File: src/rtl/alu_issue_stage.sv
// ---------------------------------------------------------------------------
// alu_issue_stage
//
// Execute-issue stage in front of the RISC-V ALU. It captures decoded
// operations from decode and resolves operand hazards by forwarding from the
// MEM and WB stages. It presents registered Ctrl/SrcA/SrcB to the ALU through
// a valid/ready handshake. A two-entry arrangement (main + skid) keeps full
// throughput while in_ready stays a plain register output.
//
// Configuration macro: ALU_ISSUE_FWD_EN
//   defined   : operands are forwarded at capture and snooped while held
//   undefined : register-file values are captured as-is (x0 still reads 0),
//               and the MEM/WB inputs are ignored
//
// Ports
//   clk, reset           clock; synchronous active-high reset
//   flush                drop every held operation (branch redirect)
//   in_valid / in_ready  decode-side handshake (in_ready is registered)
//   in_Ctrl .. in_RegWrite  decoded operation and register-file read data
//   Mem*/Wb*             MEM and WB writeback candidates used for forwarding
//   out_valid / out_ready   ALU-side handshake
//   Ctrl, SrcA, SrcB     ALU operation and operands
//   out_Rd, out_RegWrite destination information passed downstream
// ---------------------------------------------------------------------------
module alu_issue_stage #(
  parameter int XLEN  = 32,
  parameter int RADDR = 5
) (
  input  logic             clk,
  input  logic             reset,
  input  logic             flush,
  input  logic             in_valid,
  output logic             in_ready,
  input  logic [2:0]       in_Ctrl,
  input  logic [RADDR-1:0] in_Rs1,
  input  logic [RADDR-1:0] in_Rs2,
  input  logic [XLEN-1:0]  in_RD1,
  input  logic [XLEN-1:0]  in_RD2,
  input  logic [XLEN-1:0]  in_Imm,
  input  logic             in_ALUSrc,
  input  logic [RADDR-1:0] in_Rd,
  input  logic             in_RegWrite,
  input  logic             MemRegWrite,
  input  logic [RADDR-1:0] MemRd,
  input  logic [XLEN-1:0]  MemResult,
  input  logic             WbRegWrite,
  input  logic [RADDR-1:0] WbRd,
  input  logic [XLEN-1:0]  WbResult,
  output logic             out_valid,
  input  logic             out_ready,
  output logic [2:0]       Ctrl,
  output logic [XLEN-1:0]  SrcA,
  output logic [XLEN-1:0]  SrcB,
  output logic [RADDR-1:0] out_Rd,
  output logic             out_RegWrite
);

  // One held operation. The source indices are kept so that a waiting entry
  // can still pick up results that retire while it sits here.
  typedef struct packed {
    logic             valid;
    logic [2:0]       ctrl;
    logic [RADDR-1:0] rs1;
    logic [RADDR-1:0] rs2;
    logic [XLEN-1:0]  a;
    logic [XLEN-1:0]  b;
    logic [XLEN-1:0]  imm;
    logic             aluSrc;
    logic [RADDR-1:0] rd;
    logic             regWrite;
  } entry_t;

  entry_t r_main;
  entry_t r_skid;
  logic   r_inReady;

  entry_t w_inEntry;
  entry_t w_mainSnoop;
  entry_t w_skidSnoop;
  entry_t w_mainNext;
  entry_t w_skidNext;
  logic   w_accept;
  logic   w_drain;

`ifdef ALU_ISSUE_FWD_EN
  // Newest producer wins: MEM holds a younger result than WB. Index 0 is the
  // hard-wired zero register and never takes a forwarded value.
  function automatic logic [XLEN-1:0] fwdValue(
    input logic [RADDR-1:0] idx,
    input logic [XLEN-1:0]  dflt,
    input logic             memWe,
    input logic [RADDR-1:0] memIdx,
    input logic [XLEN-1:0]  memVal,
    input logic             wbWe,
    input logic [RADDR-1:0] wbIdx,
    input logic [XLEN-1:0]  wbVal
  );
    if (idx == '0)
      return '0;
    else if (memWe && (memIdx == idx))
      return memVal;
    else if (wbWe && (wbIdx == idx))
      return wbVal;
    else
      return dflt;
  endfunction
`else
  // MEM/WB ports exist only so both builds share one port list.
  logic w_unusedFwd;
  assign w_unusedFwd = ^{MemRegWrite, MemRd, MemResult, WbRegWrite, WbRd, WbResult};
`endif

  assign w_accept = in_valid & r_inReady;
  assign w_drain  = r_main.valid & out_ready;

  // Build the entry for the operation being offered, with its operands
  // already resolved against the in-flight writebacks.
  always_comb begin
    w_inEntry          = '0;
    w_inEntry.valid    = 1'b1;
    w_inEntry.ctrl     = in_Ctrl;
    w_inEntry.rs1      = in_Rs1;
    w_inEntry.rs2      = in_Rs2;
    w_inEntry.imm      = in_Imm;
    w_inEntry.aluSrc   = in_ALUSrc;
    w_inEntry.rd       = in_Rd;
    w_inEntry.regWrite = in_RegWrite;
`ifdef ALU_ISSUE_FWD_EN
    w_inEntry.a = fwdValue(in_Rs1, in_RD1, MemRegWrite, MemRd, MemResult,
                           WbRegWrite, WbRd, WbResult);
    w_inEntry.b = fwdValue(in_Rs2, in_RD2, MemRegWrite, MemRd, MemResult,
                           WbRegWrite, WbRd, WbResult);
`else
    w_inEntry.a = (in_Rs1 == '0) ? '0 : in_RD1;
    w_inEntry.b = (in_Rs2 == '0) ? '0 : in_RD2;
`endif
  end

  // Held entries watch the writeback buses every cycle so that an operand
  // captured before its producer retired is still correct when issued.
  // The skid copy is snooped too, so a skid-to-main move carries fresh data.
  always_comb begin
    w_mainSnoop = r_main;
    w_skidSnoop = r_skid;
`ifdef ALU_ISSUE_FWD_EN
    if (r_main.valid) begin
      w_mainSnoop.a = fwdValue(r_main.rs1, r_main.a, MemRegWrite, MemRd, MemResult,
                               WbRegWrite, WbRd, WbResult);
      w_mainSnoop.b = fwdValue(r_main.rs2, r_main.b, MemRegWrite, MemRd, MemResult,
                               WbRegWrite, WbRd, WbResult);
    end
    if (r_skid.valid) begin
      w_skidSnoop.a = fwdValue(r_skid.rs1, r_skid.a, MemRegWrite, MemRd, MemResult,
                               WbRegWrite, WbRd, WbResult);
      w_skidSnoop.b = fwdValue(r_skid.rs2, r_skid.b, MemRegWrite, MemRd, MemResult,
                               WbRegWrite, WbRd, WbResult);
    end
`endif
  end

  // Entry movement. in_ready is only high while the skid is empty, so an
  // accept never collides with a skid-to-main move. When main is free the
  // older skid entry always goes first to keep strict FIFO order.
  always_comb begin
    w_mainNext = w_mainSnoop;
    w_skidNext = w_skidSnoop;
    if (!r_main.valid || w_drain) begin
      if (r_skid.valid) begin
        w_mainNext       = w_skidSnoop;
        w_skidNext.valid = 1'b0;
      end else if (w_accept) begin
        w_mainNext = w_inEntry;
      end else begin
        w_mainNext.valid = 1'b0;
      end
    end else if (w_accept) begin
      w_skidNext = w_inEntry;
    end
  end

  // State register. Reset clears contents as well so the ALU sees zeros;
  // flush only drops validity, which is enough to suppress the operations.
  always_ff @(posedge clk) begin
    if (reset) begin
      r_main    <= '0;
      r_skid    <= '0;
      r_inReady <= 1'b1;
    end else if (flush) begin
      r_main.valid <= 1'b0;
      r_skid.valid <= 1'b0;
      r_inReady    <= 1'b1;
    end else begin
      r_main    <= w_mainNext;
      r_skid    <= w_skidNext;
      r_inReady <= ~w_skidNext.valid;
    end
  end

  assign in_ready     = r_inReady;
  assign out_valid    = r_main.valid;
  assign Ctrl         = r_main.ctrl;
  assign SrcA         = r_main.a;
  assign SrcB         = r_main.aluSrc ? r_main.imm : r_main.b;
  assign out_Rd       = r_main.rd;
  assign out_RegWrite = r_main.regWrite;

endmodule

File: config.mk
export PLATFORM = sky130hd
export DESIGN_NAME = alu_issue_stage
export DESIGN_NICKNAME = d
export VERILOG_FILES = /design/src/rtl/alu_issue_stage.sv
export SDC_FILE = /design/constraint.sdc
export NUM_CORES = 1
export LEC_CHECK = 0
export BUFFER_PORTS_ARGS = -buffer_cell sky130_fd_sc_hd__buf_2
export CAP_MARGIN = 40
export CORE_ASPECT_RATIO = 0.8
export CORE_MARGIN = 2
export CORE_UTILIZATION = 59
export DETAILED_ROUTE_END_ITERATION = 8
export HOLD_SLACK_MARGIN = 0.15
export PLACE_DENSITY = 0.87
export SYNTH_ARGS = -nofsm -noshare
export SYNTH_HDL_FRONTEND = slang
export SYNTH_SLANG_ARGS = --single-unit
File: constraint.sdc
create_clock -name clk -period 2.8 [get_ports clk]
set_input_delay 0 -clock clk [delete_from_list [all_inputs] [get_ports clk]]
set_output_delay 0 -clock clk [all_outputs]
set_load 0.03 [all_outputs]
Yosys cells after proc, flatten, opt, wreduce, memory -nomap -nowiden

Index checks and enable logic that the tools add are counted.

ROM bits: 0
Memories kept: 0
Input port bits: 197
RAM bits: 0
Register bits: 225
Bits in latches: 0
Output and inout port bits: 75

$lt $le $gt $ge: 0
Divide/modulo/power cells: 0
Multipliers: 0
Shift operators: 0
Add/sub/neg operators: 0
Muxes and demuxes: 8
Bitwise logic cells: 5
Equal/unequal tests: 0
Reduce and logical (&&, ||, !) cells: 8

Operators by type and width:

| cell               | count |
|---|---|
| $mux W117          | 2 |
| $mux W116          | 1 |
| $mux W32           | 3 |
| $logic_not A5 Y1   | 2 |
| $reduce_and A3 Y1  | 2 |
| $not A1 Y1         | 3 |
| $and A1 B1 Y1      | 2 |
| $mux W1            | 2 |
| $reduce_bool A2 Y1 | 1 |
| $reduce_or A2 Y1   | 1 |
| $logic_not A1 Y1   | 1 |
| $logic_or A1 B1 Y1 | 1 |

Longest topological paths before layout

Gate-level depths: netlist (run 1).

Depth in word-level cells: 5
Gate-level depth with buffers: 7

Worst setup path after synthesis (run 1)

OpenSTA, ideal clock, no wires.

Path kind: flip-flop to flip-flop
Start point: register r_inReady (netlist: in_ready)
End point: register r_skid[100] (netlist name)
Clock period less this slack: 1.590 ns
Required time: 2.660 ns
Buffers on the path: 1
Arrival time: 1.450 ns
Slack: 1.210 ns
Setup time: 0.140 ns
Stages on the path, launching flop included: 5
Path through: dfxtp_1 > nand4b_2 > nor2_2 > buf_2 > o32ai_2

Word-level cells in the longest chain between the ends: 2

RTL lines:

| item                        | line | RTL |
|---|---|---|
| from (decl)                 | 75   | `logic r_inReady;` |
| from (signal assigned)      | 195  | `r_inReady <= ~w_skidNext.valid;` |
| $and A1 B1 Y1               | 113  | `assign w_accept = in_valid & r_inReady;` |
| $reduce_and A3 Y1 (no line) | n/a  |  |
| to (signal assigned)        | 194  | `r_skid <= w_skidNext;` |
| to (decl)                   | 74   | `entry_t r_skid;` |

Every way passes these cells.
A chain may end at the register's enable or synchronous reset.

Worst setup path after layout (run 1)

Start point: register r_inReady (netlist: in_ready)
End point: register r_skid[89] (netlist name)

Same word-level chain as after synthesis.

==> results by group, run 1 <==
Synthesis
  – Netlist cell types: 32
  – Post-synth EDFFs: 0
  – Synthesized area: between 10000 and 15000 um^2
  – #FFs+latches synth: about 220
  – Fraction of registers with async set/reset: 0%
  – Share of the synthesized area in the top cell type: between 30% and 40%
  – Syn. warnings: 0
  – Main area contributors after synthesis: dfxtp_1 (38%), o32ai_2 (8.6%), o21ai_0 (6.1%)
  – Dominant synthesized flop cell: dfxtp_1
  – Mapped Cells: between 1000 and 1500
  – Syn_nets: 1493
  – List of most frequent post-synthesis cells: dfxtp_1 (215), o21ai_0 (138), inv_1 (129)
  – Synth area leader: dfxtp_1
  – Count leader, synth: dfxtp_1
  – Seq/Total Area, Yosys: 38.0%
  – Synthesized area per cell: between 8 and 9 um^2

Pwr
  – Sw power: 2.05 mW
  – Combinational power share: between 10% and 20%
  – Clock power frac: about two fifths
  – Worst VDD drop: 448 uV
  – PwrDens: 534 nW/um^2
  – Sw Ratio: a little over a quarter
  – Leak: ~5.4 nW
  – Pint: 5.49 mW
  – Sequential share of power: between 40 and 50%

Clocking
  – CTS Buffer Depth: 3
  – Worst-Skew Late Latency: 0.51 ns
  – H-tree depth: 1
  – Inserted Clock Buffers: 22
  – CTS Root Cell: clkbuf_16
  – TritonCTS clock tree: built
  – CTS sink cnt: approximately 220
  – Post-CTS resize count: 0
  – CTS clock-pin slew for the worst setup and hold paths: 0.07 ns

STA
  – Min cycle time layout: 2.35 ns
  – Setup_tns: 0 ns
  – RSZ-0062 raised after global routing: false
  – Final hold violation count: 0
  – Period utilization: between 80% and 90%
  – Worst clock skew: around 0.0076 ns
  – Slew headroom: 47.1%
  – Worst Tran Pin Value: a little under 0.8 ns
  – Final setup fails: 0
  – Max frequency: ~0.43 GHz
  – Pins over their slew limit: 0

Min path
  – HP Class: in -> reg

Routing
  – DR DRC count: 0
  – Initial drt markers: 1210
  – Antenna-violating nets left: 0
  – Vias per cell: 6.35
  – Pre-antenna DRT Iters: 5
  – Post-Route WL: roughly 35000 um
  – WL per Instance: between 15 and 20 um
  – Vias: 11200

Critical path
  – CP max FO: 35
  – Reg2reg setup slack: between 0.4 and 0.5 ns
  – FF-to-FF End: r_skid[89]$_SDFFE_PP0P_
  – Crit start category: flop
  – Critical path class: reg -> reg
  – Reg2Reg Launch Point: in_ready$_SDFF_PP1_
  – CP max stage delay: 0.58 ns
  – Worst EP required: 3.19 ns
  – Crit path DAT: ~2.7 ns
  – CP Launch Point: in_ready$_SDFF_PP1_
  – Slowest-stage cell, CP: dlygate4sd3_1
  – Worst path cell trace: nand4b_2 -> nor2_4 -> buf_12 -> o32ai_2 -> dlygate4sd3_1
  – Crit path capture: r_skid[89]$_SDFFE_PP0P_
  – R2r worst-path depth: 5
  – Setup crit end kind: flop

Layout
  – Storage cell area: around 4300 um^2
  – Fillers: 1338
  – Final core occ: about three quarters
  – Multi-input gate area: approximately 5600 um^2
  – Area delta synth->final: 24.8%
  – Nets: about 1700
  – Final Cell Area: ~14000 um^2
  – Layout cells sized above 1: between 20% and 30%

Floorplan
  – I/O pin cnt: between 200 and 300
  – CORE AREA: approximately 19000 um^2
  – Rows: between 40 and 50
  – Die Ht: 128 um
  – Full die area: around 20000 um^2
  – Die width: 159 um
  – Initial Util: around three fifths

Outcome
  – Outcome: finished, final reports clean

Global routing
  – Total grt overflow: 0
  – Largest net degree at the start of global routing: between 80 and 90
  – Vias in the first global route: around 11000
  – GRT Total Usage: 33.1%
  – Initial antenna violation count: 2
  – First-pass GRT wire length: ~55000 um

Place
  – Port-buffer cells: just under 200
  – HPWL after DPL: around 19000 um
  – Routability cong.: ~0.82
  – Placed cell area: ~12000 um^2

Run
  – Max Cap Viol: 0
[metrics by stage]
stage	hold WS [ns]	total power, mW	setup WS [ns]	cells
finish	0.171	7.54	0.455	1760
global route	0.192	7.76	0.365	1759
CTS	0.156	7.50	0.471	1757
detailed placement	0.271	4.34	0.808	1580
global placement	0.263	4.30	0.898	1578
floorplan	0.148	4.05	1.21	1296
[how the worst min path moves through the flow]
| stage | startpoint | to | cells after the start |
|---|---|---|---|
| finish | in_Rs2[4] | r_main[70]$_SDFFE_PP0P_ | 3 |
| floorplan | in_RegWrite | r_skid[0]$_SDFFE_PP0P_ | 2 |
| global route | in_Rs2[4] | r_main[42]$_SDFFE_PP0P_ | 3 |
| detailed placement | in_Imm[29] | r_skid[36]$_SDFFE_PP0P_ | 3 |
| CTS | in_Rs1[0] | SrcA[14]$_SDFFE_PP0P_ | 3 |
| global placement | in_Imm[7] | r_skid[14]$_SDFFE_PP0P_ | 3 |
[area by class of cell]
| type | instances | share of cell area, % |
|---|---|---|
| Timing Repair Buffer | 358 | 19.0 |
| Inverter | 130 | 3.47 |
| Clock inverter | 6 | 0.593 |
| Clock buffer | 34 | 4.79 |
| Multi-Input combinational cell | 756 | 39.3 |
| Sequential cell | 215 | 30.5 |
| Tap cell | 258 | 2.28 |
| Antenna cell | 3 | 0.0531 |
[registers in the layout, summed over array words and instances (netlist names)]
register / flops
out_valid: 1
Ctrl: 3
in_ready: 1
out_RegWrite: 1
out_Rd: 5
r_skid: 107
SrcA: 32
r_main: 65
[cell families (layout without fill, tap and decap cells)]
logic type      Yosys count  in the layout  share of synthesized area, %
compound gates          419            419                          29.7
buf+inv                 325            528                          13.2
simple gates            295            295                          15.0
flops                   215            215                          38.0
mux                      42             42                          4.18
other cells               0              3                             0
[what timing repair did]
item	CTS	global route
endpoints found under the hold margin	213	0
hold buffers	137	0
setup buffers	0	0
[power groups by stage]
stage | Sequential (mW) | Clock (mW) | Combinational [mW]
after floorplan | 3.29 | 0 | 0.759
final | 3.24 | 3.10 | 1.20
after global placement | 3.31 | 0 | 0.987
after global routing | 3.25 | 3.24 | 1.28
after detailed placement | 3.30 | 0 | 1.03
after CTS | 3.24 | 3.10 | 1.16
[placed cells by master, fill, tap and decap left out, types with 2 or more instances in the layout]
cell / count
or4_4: 2
clkbuf_1: 5
nand2b_1: 64
dlygate4sd3_1: 137
o21ai_0: 138
buf_2: 193
o32ai_1: 4
nand3_1: 42
a2111oi_0: 64
diode_2: 3
o32ai_2: 60
bufinv_16: 2
nor3_1: 42
a221oi_1: 64
clkbuf_8: 7
nor4_1: 42
buf_12: 9
a31oi_1: 42
dfxtp_1: 213
inv_1: 129
clkinv_2: 3
mux2_2: 42
buf_4: 17
nand2_1: 32
a21oi_1: 42
clkbuf_16: 23
o211ai_4: 2
nor2b_1: 64
[worst max-delay path: cells and delay by family (launching register included)]
family	cells	cell delay [ns]
AO/OA/AOI/OAI	1	0.11
AND/OR/NAND/NOR	2	0.72
buffers and inverters	2	0.91
flip-flops	1	0.47
[metal layers]
metal	global-route usage [%]	vias to the layer above	wire [um]
met1	40.9	5372	13800
met5	0	-	0
li1	-	5067	-
met4	16.5	0	1700
met3	5.86	134	2630
met2	56.4	608	16900
No activity file was read; power rests on OpenSTA's default activity.
==> run 2, diff against run 1 <==
- ABC_AREA: not set -> 1
- CORE_UTILIZATION: 59 -> 53
- PLACE_DENSITY: 0.87 -> 0.8
- clock period: 2.8 -> 2.3 ns (I/O delays scaled with it)
==> run 2 against run 1 <==
- fmax increased by 11%
- utilization decreased by 6.5 points
- highest routed layer unchanged
- register-to-register slack got worse by 0.27 ns
- final cell count increased by 23%
- worst setup slack got worse by 0.27 ns
- largest power group is now clock
- die area increased by 3.3%
- via count decreased by 2.4%
==> results by group, run 2 <==
Synthesis
  – #FFs+latches synth: 215 (unchanged)
  – Syn_nets: 1869 (+25%)
  – Syn. warnings: 0 (unchanged)
  – Main area contributors after synthesis: dfxtp_1 (41%), nand2_1 (17%), nor2_1 (9.3%)
  – Dominant synthesized flop cell: dfxtp_1
  – Post-synth EDFFs: 0 (unchanged)
  – Count leader, synth: nand2_1
  – Mapped Cells: 1672 (+29%)
  – Netlist cell types: 20 (-38%)
  – List of most frequent post-synthesis cells: nand2_1 (482), nor2_1 (261), dfxtp_1 (215)
  – Synth area leader: dfxtp_1
  – Synthesized area per cell: 6.29 um^2 (-28%)
  – Synthesized area: 10500 um^2 (-7.2%)
  – Share of the synthesized area in the top cell type: 40.9% (+2.9 points)
  – Seq/Total Area, Yosys: 40.9% (+2.9 points)
  – Fraction of registers with async set/reset: 0% (unchanged)

Routing
  – Post-Route WL: 29400 um (-16%)
  – DR WL met3: 1950 um (-26%)
  – Antenna-violating nets left: 0 (unchanged)
  – Vias per cell: 5.06 (-20%)
  – Initial drt markers: 1129 (-6.7%)
  – DR DRC count: 0 (unchanged)
  – Uppermost routed layer: met4
  – Vias: 10900 (-2.4%)
  – Met2 Routed Length: 13900 um (-18%)
  – Met1 WL: 12900 um (-6.5%)
  – WL per Instance: 13.6 um (-31%)
  – Pre-antenna DRT Iters: 5 (unchanged)

STA
  – Min cycle time layout: 2.12 ns (-0.228 ns)
  – Setup_tns: 0 ns (unchanged)
  – Final worst slack: 0.183 ns (-0.272 ns)
  – Period utilization: 92.1% (+8.3 points)
  – Pins over their slew limit: 0 (unchanged)
  – Worst clock skew: 0.00795 ns (+0.000368 ns)
  – RSZ-0062 raised after global routing: false
  – Max frequency: 0.472 GHz (+11%)
  – Final hold violation count: 0 (unchanged)
  – Slew headroom: 54.3% (+7.2 points)
  – Worst Tran Pin Value: 0.685 ns (-0.109 ns)
  – Final setup fails: 0 (unchanged)

Floorplan
  – Die Ht: 130 um (+1.6%)
  – Full die area: 21000 um^2 (+3.3%)
  – CORE AREA: 19600 um^2 (+3.7%)
  – Rows: 46 (+2.2%)
  – Initial Util: 53.6% (-6.3 points)
  – I/O pin cnt: 272 (unchanged)
  – Die width: 161 um (+1.6%)

Pwr
  – Total power draw: 9.39 mW (+24%)
  – Worst VDD drop: 590 uV (+32%)
  – PwrDens: 702 nW/um^2 (+31%)
  – Leak: 7.11 nW (+31%)

Place
  – DP Worst Slack: 0.487 ns (-0.322 ns)
  – HPWL after DPL: 15700 um (-17%)
  – Port-buffer cells: 195 (unchanged)
  – Placed cell count: 1988 (+26%)
  – Routability cong.: 0.799 (-2.4%)

Critical path
  – Setup crit end kind: flop
  – CP max FO: 86 (+150%)
  – Crit path DAT: 2.50 ns (-0.23 ns)
  – Crit start category: flop
  – R2r worst-path depth: 8 (+3)
  – Critical path class: reg -> reg
  – Reg2Reg Launch Point: out_valid$_SDFFE_PP0P_
  – Reg2reg setup slack: 0.18 ns (-0.27 ns)
  – Worst EP required: 2.68 ns (-0.51 ns)
  – FF-to-FF End: r_skid[60]$_SDFFE_PP0P_

Run
  – Max Cap Viol: 0 (unchanged)

Min path
  – Hold endpoint: r_skid[90]$_SDFFE_PP0P_
  – HP Class: in -> reg
  – Hold Crit Start: in_RD1[19]
  – Hold path depth: 4 (+1)

Layout
  – Layout cells sized above 1: 13.7% (-11 points)
  – Area delta synth->final: 27.2%
  – Nets: 2073 (+23%)
  – Most frequent cells in the layout: nand2_1 (482), nor2_1 (260), dfxtp_1 (213)
  – Storage cell area: 4310 um^2 (unchanged)
  – Non-filler cells, final: 2157 (+23%)
  – Final core occ: 68.1% (-6.5 points)
  – Fillers: 1632 (+22%)
  – Reg with most FFs: r_skid
  – Multi-input gate area: 4670 um^2 (-16%)
  – Most common cell after layout, fill and taps aside: nand2_1
  – Largest register FFs: 107 (unchanged)

Clocking
  – Worst-Skew Late Latency: 0.50 ns (about the same)
  – CTS Root Cell: clkbuf_16
  – TritonCTS clock tree: built
  – CTS clock-pin slew for the worst setup and hold paths: 0.06 ns (about the same)
  – CTS sink cnt: 215 (unchanged)
  – Inserted Clock Buffers: 23 (+4.5%)
  – CTS Buffer Depth: 3 (unchanged)
  – Post-CTS setup buffers: 0 (unchanged)
  – H-tree depth: 1 (unchanged)

Outcome
  – Outcome: finished, final reports clean

Global routing
  – Initial antenna violation count: 0 (-2)
  – Largest net degree at the start of global routing: 143 (+63%)
  – GRT Total Usage: 26.9% (-6.2 points)
  – First-pass GRT wire length: 47100 um (-15%)
  – Vias in the first global route: 9849 (-10%)
  – Total grt overflow: 0 (unchanged)
==> run 2: cell count changes after synthesis, sizes merged, moves of 65 or more <==
cell,delta
nand2b,-65
nand2,+453
a21oi,+85
nor2b,-65
inv,+69
nor2,+260
==> run 2: worst max-delay path by stage <==
stage / to / depth (start not counted) / startpoint / slack [ns]
2_1_floorplan: r_skid[0]$_SDFFE_PP0P_ / 7 / out_valid$_SDFFE_PP0P_ / 0.83
3_3_place_gp: r_skid[13]$_SDFFE_PP0P_ / 7 / in_ready$_SDFF_PP1_ / 0.52
3_5_place_dp: r_skid[15]$_SDFFE_PP0P_ / 7 / in_ready$_SDFF_PP1_ / 0.49
4_1_cts: r_skid[59]$_SDFFE_PP0P_ / 7 / in_ready$_SDFF_PP1_ / 0.12
5_1_grt: r_skid[59]$_SDFFE_PP0P_ / 8 / in_ready$_SDFF_PP1_ / 0.03
6_report: r_skid[60]$_SDFFE_PP0P_ / 8 / out_valid$_SDFFE_PP0P_ / 0.18
==> run 2: power by group <==
group          switching, mW  internal, mW  total (mW)
clock network           1.51          2.59        4.10
logic                  0.802         0.517        1.32
registers             0.0805          3.89        3.97
==> run 2: area by class of cell <==
| type | instances | share of cell area [%] |
|---|---|---|
| Clock buffer | 33 | 5.03 |
| Antenna cell | 1 | 0.0187 |
| Multi-Input combinational cell | 1099 | 34.9 |
| Tap cell | 264 | 2.47 |
| Inverter | 199 | 5.64 |
| Clock inverter | 8 | 1.23 |
| Timing Repair Buffer | 338 | 18.5 |
| Sequential cell | 215 | 32.2 |
==> run 2: kinds of logic after synthesis <==
| group | count (synthesis) | share of synthesized area, % |
|---|---|---|
| simple gates | 813 | 30.1 |
| buf+inv | 358 | 14.9 |
| compound gates | 286 | 14.1 |
| flops | 215 | 40.9 |
==> run 2: what timing repair did <==
item	CTS	global route
resized for setup	0	1
hold endpoints to repair	215	0
setup endpoints to repair	0	7
hold buffers	127	0
==> run 2: stage by stage <==
step | instance area (um^2) | hold WS [ns]
global placement | 11200 | 0.246
floorplan | 10500 | 0.145
detailed placement | 11300 | 0.252
finish | 13400 | 0.286
global route | 13400 | 0.305
CTS | 13400 | 0.272
==> run 2: per-layer routing <==
layer,GRT usage [%],vias to the layer above
li1,-,5506
met5,0,-
met3,4.45,58
met4,7.30,0
met1,35.6,4938
met2,45.8,406
==> run 2: critical path, stage by stage (launching register included) <==
cell and delay, ns:
dfxtp_1 0.32, nand2_2 0.11, inv_1 0.12, nand2_8 0.28, buf_12 0.37, nand2_1 0.09, nand2_1 0.07, nor2_1 0.05
dlygate4sd3_1 0.55
==> run 3, diff against run 2 <==
- CORE_UTILIZATION: 53 -> 59
- CTS_BUF_LIST: not set -> sky130_fd_sc_hd__clkbuf_8
- PLACE_DENSITY: 0.8 -> 0.88
- clock period: 2.3 -> 2.7 ns (I/O delays scaled with it)
==> run 3 against run 2 <==
- via count is 4.9% higher
- utilization is 8.1 points higher
- sequential cell count stayed put
- power is 23% lower
- sequential share of layout area is 0.31 points higher
- cell area is 0.94% lower
- critical path type unchanged
- largest power group is now registers
- highest routed layer unchanged
==> results by group, run 3 (synthesis gave the netlist of run 2 again) <==
Clocking
  – CTS Root Cell: clkbuf_8
  – CTS clock-pin slew for the worst setup and hold paths: 0.08 ns (+0.02 ns)
  – CTS sink cnt: 215 (unchanged)
  – H-tree depth: 2 (+1)
  – TritonCTS clock tree: built
  – Inserted Clock Buffers: 36 (+57%)
  – Post-CTS resize count: 0 (unchanged)
  – CTS Buffer Depth: 3 (unchanged)
  – # hold bufs at CTS: 142 (+12%)
  – Worst-Skew Late Latency: 0.52 ns (+0.02 ns)
  – Post-CTS setup buffers: 0 (unchanged)

Critical path
  – Crit start category: flop
  – Critical path class: reg -> reg
  – CP max FO: 119 (+38%)
  – Worst path cell trace: nand2_2 -> inv_1 -> nand2_4 -> buf_12 -> nand2_1 -> nand2_1 -> nor2_1 -> dlygate4sd3_1
  – Crit-path leading delay family: buffers and inverters
  – Setup crit end kind: flop
  – Crit path DAT: 2.84 ns (+0.34 ns)
  – Slowest-stage cell, CP: dlygate4sd3_1
  – Buf+Inv Stages, Crit Path: 3 (unchanged)
  – CP max stage delay: 0.56 ns (about the same)
  – Worst EP required: 3.11 ns (+0.43 ns)
  – Cell mode on critical path: nand2_1

Global routing
  – Total grt overflow: 0 (unchanged)
  – GRT Total Usage: 31.5% (+4.6 points)
  – Met2 Use GR: 54.0% (+8.2 points)
  – Largest net degree at the start of global routing: 171 (+20%)
  – GRT met3 Usage: 6.41% (+2.0 points)
  – Routing usage on met1: 37.8% (+2.2 points)
  – Most Crowded Layer GR: met2
  – Initial antenna violation count: 0 (unchanged)
  – First-pass GRT wire length: 49500 um (+5.0%)
  – Vias in the first global route: 10800 (+9.5%)

Floorplan
  – I/O pin cnt: 272 (unchanged)
  – Die width: 153 um (-5.1%)
  – Initial Util: 60.5% (+6.9 points)
  – CORE AREA: 17400 um^2 (-11%)
  – Die Ht: 123 um (-5.1%)
  – Rows: 43 (-6.5%)
  – Full die area: 18900 um^2 (-9.9%)

Place
  – HPWL after DPL: 16200 um (+2.8%)
  – Port-buffer cells: 195 (unchanged)
  – Placed cell area: 11200 um^2 (-0.96%)
  – Routability cong.: 0.794 (-0.69%)
  – DP Worst Slack: 0.845 ns (+0.358 ns)

STA
  – Min cycle time layout: 2.43 ns (+0.317 ns)
  – Final hold violation count: 0 (unchanged)
  – Pins over their slew limit: 0 (unchanged)
  – Period utilization: 90.2% (-1.9 points)
  – Hold_ws: 0.270 ns (-0.0160 ns)
  – Worst Tran Pin Value: 0.834 ns (+0.149 ns)
  – Final setup fails: 0 (unchanged)
  – Slew headroom: 44.3% (-10 points)
  – Final worst slack: 0.266 ns (+0.0832 ns)
  – RSZ-0062 raised after global routing: false
  – Worst clock skew: 0.0309 ns (+0.0230 ns)
  – Max frequency: 0.411 GHz (-13%)
  – Setup_tns: 0 ns (unchanged)

Routing
  – Vias: 11400 (+4.9%)
  – WL per Instance: 14.3 um (+5.1%)
  – Antenna-violating nets left: 0 (unchanged)
  – Post-Route WL: 30900 um (+4.9%)
  – Vias per cell: 5.32 (+5.1%)
  – DR DRC count: 0 (unchanged)
  – Initial drt markers: 1184 (+4.9%)
  – Pre-antenna DRT Iters: 6 (+1)

Pwr
  – PwrDens: 549 nW/um^2 (-22%)
  – Leak: 7.15 nW (+0.59%)
  – Worst VDD drop: 496 uV (-16%)
  – Total power draw: 7.27 mW (-23%)

Layout
  – Layout cells sized above 1: 13.9% (+0.23 points)
  – Final Cell Area: 13200 um^2 (-0.94%)
  – Storage cell area: 4310 um^2 (unchanged)
  – Reg with most FFs: r_skid
  – Largest register FFs: 107 (unchanged)
  – Multi-input gate area: 4650 um^2 (-0.24%)
  – Most common cell after layout, fill and taps aside: nand2_1
  – Area delta synth->final: 26.0%
  – Most frequent cells in the layout: nand2_1 (482), nor2_1 (261), dfxtp_1 (213)
  – Fillers: 1203 (-26%)
  – Nets: 2102 (+1.4%)

Min path
  – HP Class: in -> reg

Run
  – Max Cap Viol: 0 (unchanged)

Outcome
  – Outcome: finished, final reports clean
run 3: changes by cell type in the layout (fill, tap and decap cells not counted), moves of 2 or more:
cell	change
clkbuf_8	+38
clkbuf_16	-23
dlygate4sd3_1	+15
inv_1	+13
buf_4	+5
bufinv_16	-5
clkbuf_1	-4
buf_12	-3
clkinv_2	-3
clkinvlp_4	+2
run 3: final timing paths:
path	startpoint	depth (start not counted)	endpoint	slack [ns]
worst max-delay path	out_valid$_SDFFE_PP0P_	8	r_skid[41]$_SDFFE_PP0P_	0.27
worst min-delay path	in_valid	6	r_skid[3]$_SDFFE_PP0P_	0.27
worst max register to register	out_valid$_SDFFE_PP0P_	8	r_skid[41]$_SDFFE_PP0P_	0.27
worst min register to register	r_main[32]$_SDFFE_PP0P_	2	r_main[32]$_SDFFE_PP0P_	0.48
run 3: per-layer routing:
layer | part of all wire, % | vias up
li1 | - | 5568
met1 | 39 | 5146
met2 | 48 | 610
met3 | 9.0 | 122
met4 | 4.1 | 0
met5 | 0 | -
run 3: power breakdown:
| part | switching, mW | internal (mW) | leakage, nW | total, mW |
|---|---|---|---|---|
| registers | 0.0695 | 3.31 | 1.76 | 3.38 |
| clock network | 1.28 | 1.46 | 0.386 | 2.74 |
| logic | 0.701 | 0.447 | 5.01 | 1.15 |
| total | 2.05 | 5.22 | 7.15 | 7.27 |
run 3: cell type report:
class | count | area share, %
clock buffer | 44 | 4.57
sequential | 215 | 32.5
timing repair buffer | 354 | 19.4
antenna | 2 | 0.0378
multi-input combinational | 1099 | 35.1
tap | 225 | 2.12
inverter | 199 | 5.69
clock inverter | 15 | 0.482
run 3: worst min-delay path: stages:
cell,delay (ns)
buf_2,0.10
nand2_1,0.12
nor2_1,0.08
nand2_4,0.23
o21ai_0,0.12
nor2_1,0.10
run 3: stage by stage:
stage,instances,util [%]
finish,2153,76.2
global route,2151,76.2
CTS,2151,76.2
floorplan,1672,-
global placement,1950,64.2
detailed placement,1950,64.2
